File: config.mk
export PLATFORM = sky130hd
export DESIGN_NAME = act_skew_feeder
export DESIGN_NICKNAME = d
export VERILOG_FILES = /design/src/rtl/act_skew_feeder.sv
export SDC_FILE = /design/constraint.sdc
export NUM_CORES = 1
export LEC_CHECK = 0
export BUFFER_PORTS_ARGS = -buffer_cell sky130_fd_sc_hd__buf_4
export CAP_MARGIN = 5
export CORE_MARGIN = 2
export CORE_UTILIZATION = 30
export DETAILED_ROUTE_END_ITERATION = 16
export SETUP_SLACK_MARGIN = 0.4
export SYNTH_ARGS = -nofsm -noshare
export SYNTH_HDL_FRONTEND = slang
export SYNTH_SLANG_ARGS = --single-unit
File: constraint.sdc
create_clock -name clk -period 9.3 [get_ports clk]
set_clock_uncertainty 0.05 [all_clocks]
set_input_delay 2.79 -clock clk [delete_from_list [all_inputs] [get_ports clk]]
set_output_delay 2.79 -clock clk [all_outputs]
set_load 0.005 [all_outputs]
File: src/rtl/act_skew_feeder.sv
// act_skew_feeder
//   Buffers one tile of N input vectors (N lanes x DW bits) from a valid/ready
//   source, then streams the tile into an NxN systolic array with diagonal
//   skew: lane i is delayed by i cycles, so the array sees wavefront-aligned
//   data. A tile streams over 2N-1 consecutive clocks with no backpressure.
//
// Ports
//   clk        system clock, rising edge
//   rst        asynchronous active-high reset
//   in_valid   upstream vector valid
//   in_ready   feeder accepts a vector this cycle (low only while streaming)
//   in_data    input vector, lane i at [i*DW +: DW]
//   out_data   skewed lane data to the array, lane i at [i*DW +: DW]
//   out_valid  per-lane element valid
//   busy       high while loading or streaming a tile
//   tile_done  one-cycle pulse alongside the final skewed element of a tile
module act_skew_feeder #(
  parameter int N  = 8,
  parameter int DW = 8
) (
  input  logic            clk,
  input  logic            rst,
  input  logic            in_valid,
  output logic            in_ready,
  input  logic [N*DW-1:0] in_data,
  output logic [N*DW-1:0] out_data,
  output logic [N-1:0]    out_valid,
  output logic            busy,
  output logic            tile_done
);

  localparam int RW = (N > 1) ? $clog2(N) : 1;
  localparam int SW = (N > 1) ? $clog2(2 * N - 1) : 1;

  typedef enum logic [1:0] {
    IDLE,
    LOAD,
    STREAM
  } state_t;

  state_t          state_q, state_d;
  logic [RW-1:0]   row_q, row_d;
  logic [SW-1:0]   step_q, step_d;
  logic [N*DW-1:0] out_data_q, out_data_d;
  logic [N-1:0]    out_valid_q, out_valid_d;
  logic            tile_done_q, tile_done_d;

  // Tile storage: one packed row per accepted vector. No reset needed, the
  // contents are only read after a full tile has been written.
  logic [N*DW-1:0] tile_q [N];

  logic [N*DW-1:0] lane_data;
  logic [N-1:0]    lane_vld;
  logic            accept;

  assign in_ready  = (state_q != STREAM);
  assign busy      = (state_q != IDLE);
  assign accept    = in_valid & in_ready;
  assign out_data  = out_data_q;
  assign out_valid = out_valid_q;
  assign tile_done = tile_done_q;

  // Lane i at step t reads row t-i. The subtraction carries one extra bit so
  // its MSB flags t < i (lane not started yet); rel >= N means lane finished.
  for (genvar gi = 0; gi < N; gi++) begin : g_lane
    logic [SW:0] rel_w;
    assign rel_w        = {1'b0, step_q} - (SW + 1)'(gi);
    assign lane_vld[gi] = !rel_w[SW] && (rel_w < (SW + 1)'(N));
    assign lane_data[gi*DW +: DW] =
      lane_vld[gi] ? tile_q[rel_w[RW-1:0]][gi*DW +: DW] : '0;
  end

  always_comb begin
    state_d     = state_q;
    row_d       = row_q;
    step_d      = step_q;
    out_data_d  = '0;
    out_valid_d = '0;
    tile_done_d = 1'b0;
    unique case (state_q)
      IDLE, LOAD: begin
        if (accept) begin
          if (row_q == RW'(N - 1)) begin
            state_d = STREAM;
            row_d   = '0;
            step_d  = '0;
          end else begin
            state_d = LOAD;
            row_d   = row_q + RW'(1);
          end
        end
      end
      STREAM: begin
        out_data_d  = lane_data;
        out_valid_d = lane_vld;
        if (step_q == SW'(2 * N - 2)) begin
          tile_done_d = 1'b1;
          state_d     = IDLE;
          step_d      = '0;
        end else begin
          step_d = step_q + SW'(1);
        end
      end
      default: state_d = IDLE;
    endcase
  end

  always_ff @(posedge clk or posedge rst) begin
    if (rst) begin
      state_q     <= IDLE;
      row_q       <= '0;
      step_q      <= '0;
      out_data_q  <= '0;
      out_valid_q <= '0;
      tile_done_q <= 1'b0;
    end else begin
      state_q     <= state_d;
      row_q       <= row_d;
      step_q      <= step_d;
      out_data_q  <= out_data_d;
      out_valid_q <= out_valid_d;
      tile_done_q <= tile_done_d;
    end
  end

  always_ff @(posedge clk) begin
    if (accept) begin
      tile_q[row_q] <= in_data;
    end
  end

endmodule

==> metrics <==
status completed; post-route ant nets 0; WP data required 6.46 ns; clock slew at reported path FFs 0.06 ns; Post-Syn Nets 1266; root buf cell clkbuf_16; fin crit share 51.5%; initial drt markers 782; Fillers 6826; post-cts resize count 0; Residual DRC 0; worst path cell trace nor2b_1 > inv_2 > buf_4; flops & latches, synth 594; Setup CP Type flip-flop to output port; Worst path max stage delay 0.53 ns; Placed Cells 2270; GP Congestion 0.748; syn_area_per_cell 18.9 um^2; area delta synth->final 18.8%; Slew Viols, Final 0; Max clock buf depth 3; largest net degree at the start of global routing 70; GRT Total Usage 12.9%; routed len/inst 21.1 um; Std-Cell Core Area 74200 um^2; sequential fraction of the synthesis area 77.7%; Netlist cell types 43; layout cells sized above 1 29.4%; total CTS buffers 59; io pins 142; Yosys warnings 0; Post-synth EDFFs 512; WL final 50300 um; maximum VDD drop 0.193 mV; H-Tree Depth 2; Hold Vio Cnt, Final 0; crit path time final 4.79 ns; Finished Core Util 35.9%; setup TNS 0 ns; Synth Flop Type edfxtp_1; worst hold slack 0.423 ns; vias in the first global route 11700; Pre-antenna DRT Iters 5; actual slew at the worst max-slew pin 1.21 ns; RSZ-0062 raised after global routing no; vias 11100; Max Cap Viol 0; CP max stage cell nor2b_1; cts hold-fix bufs 0; clk sinks 594; Post-Synthesis Cells 1186; I/O Buffers 141; starting density of the core 30.2%; max frequency 0.209 GHz; initial antenna violation count 2; Hold Crit Class flip-flop to flip-flop; crit-path max FO 8; leakage power 9.03 nW; synthesized area 22400 um^2; Vias/cell 4.67; first-pass GRT wire length 75100 um; clk_lat worst skew 0.62 ns; ys async rst share 13.8%; Power Density 295 nW/um^2; CTS tree built; Non-Filler Instances 2380; Final nets 1442; CP Capture Type output port; total setup buffers inserted after CTS 0; Overflow after GRT 0; final setup vio count 0; post-layout total power 7.85 mW; Chip Width 277 um; die area 77000 um^2; startpoint types flip-flop; Worst EP arrival 1.95 ns; post-DP HPWL 30800 um; Slew headroom 18.8%; site row count 100; Die Height 277 um
-- layer usage --
layer / track usage [%] / wire [um] / vias up
li1: - / - / 5039
met1: 17.1 / 22400 / 5743
met2: 21.1 / 24100 / 251
met3: 3.03 / 2670 / 79
met4: 3.71 / 1170 / 0
met5: 0 / 0 / -
-- worst max-delay path, delay by kind of cell, from the launching register on --
kind | cells | cell delay (ns)
and+or+nand+nor | 1 | 0.53
DFF | 1 | 0.38
buffers and inverters | 2 | 0.43
-- cell families (layout without fill, tap and decap cells) --
family,after synthesis,after routing,synth area share (%)
other,0,1,0
and+or+nand+nor,166,166,3.50
AOI/OAI and AO/OA,132,132,4.46
buffers and inverters,63,287,1.58
adders and majority gates,13,13,0.725
muxes,212,212,11.7
xor gates and xnor gates,6,6,0.318
DFF,594,594,77.7
-- state kept, by name, indices dropped and copies added (netlist names) --
signal / count
row_q: 3
out_data: 64
out_valid: 8
tile_q: 512
state_q: 2
step_q: 4
tile_done: 1
-- worst paths after layout --
kind | endpoint | from | cells past startpoint | slack [ns]
worst max-delay path | in_ready | state_q[1]$_DFFE_PP0P_ | 3 | 4.51
worst min register to register | state_q[0]$_DFFE_PP0P_ | state_q[1]$_DFFE_PP0P_ | 1 | 0.42
worst max register to register | out_data[24]$_DFF_PP0_ | step_q[1]$_DFFE_PP0P_ | 6 | 4.53
max in group asynchronous | step_q[1]$_DFFE_PP0P_ | rst | 3 | 5.84
worst min-delay path | state_q[0]$_DFFE_PP0P_ | state_q[1]$_DFFE_PP0P_ | 1 | 0.42
min in group asynchronous | out_data[5]$_DFF_PP0_ | rst | 2 | 2.16
-- cell usage in the layout (no fill, tap or decap), types with 3 or more instances in the layout --
master,synthesis,routed
bufinv_16,0,7
nor2b_1,19,19
o21ai_1,4,4
dfrtp_1,82,80
xnor2_1,4,4
a21oi_1,10,10
o22ai_1,42,42
ha_1,13,12
clkinv_1,1,6
buf_4,11,163
nand2_1,37,37
nand2b_1,3,3
a2111oi_2,4,4
clkbuf_8,0,8
a22o_1,25,25
mux4_2,31,31
nor3_1,51,49
nor2_4,0,6
mux2_2,100,100
a2111oi_1,11,11
a211oi_1,7,7
inv_1,12,11
clkinv_2,0,7
edfxtp_1,512,512
mux2i_1,81,81
o21ai_0,17,17
clkbuf_1,7,17
clkbuf_16,0,59
nor2_1,44,38
a211oi_2,10,10
-- power breakdown --
part | internal (mW) | switching (mW)
clock | 1.43 | 0.992
sequential | 3.27 | 0.131
combinational | 0.812 | 1.21
-- cells in the mapped netlist, drive strengths merged (21+ instances only) --
cell | count | share of area [%]
buf | 41 | 1.2
o21ai | 21 | 0.47
nor3 | 51 | 1.1
a22o | 25 | 0.98
o22ai | 42 | 1.2
mux4 | 31 | 3.1
mux2i | 81 | 3.6
nand2 | 40 | 0.75
mux2 | 100 | 5.0
edfxtp | 512 | 69
nor2 | 44 | 0.74
dfrtp | 82 | 9.1
-- per-stage QoR --
| step | setup slack (ns) | cell area, um^2 |
|---|---|---|
| final | 4.51 | 26600 |
| after global routing | 4.23 | 26600 |
| after CTS | 4.50 | 26600 |
| after detailed placement | 4.07 | 24600 |
| after global placement | 4.13 | 24600 |
| after floorplan | 1.41 | 22400 |
-- layout make-up --
type,count,area [um^2],area share [%]
inverter,15,58.8,0.221
sequential,594,17400,65.4
clock buffer,84,1650,6.19
tap,969,1210,4.55
multi-input combinational,529,4720,17.7
clock inverter,25,342,1.28
timing repair buffer,163,1220,4.59
antenna,1,2.50,0.00939
No activity file was read; power rests on OpenSTA's default activity.
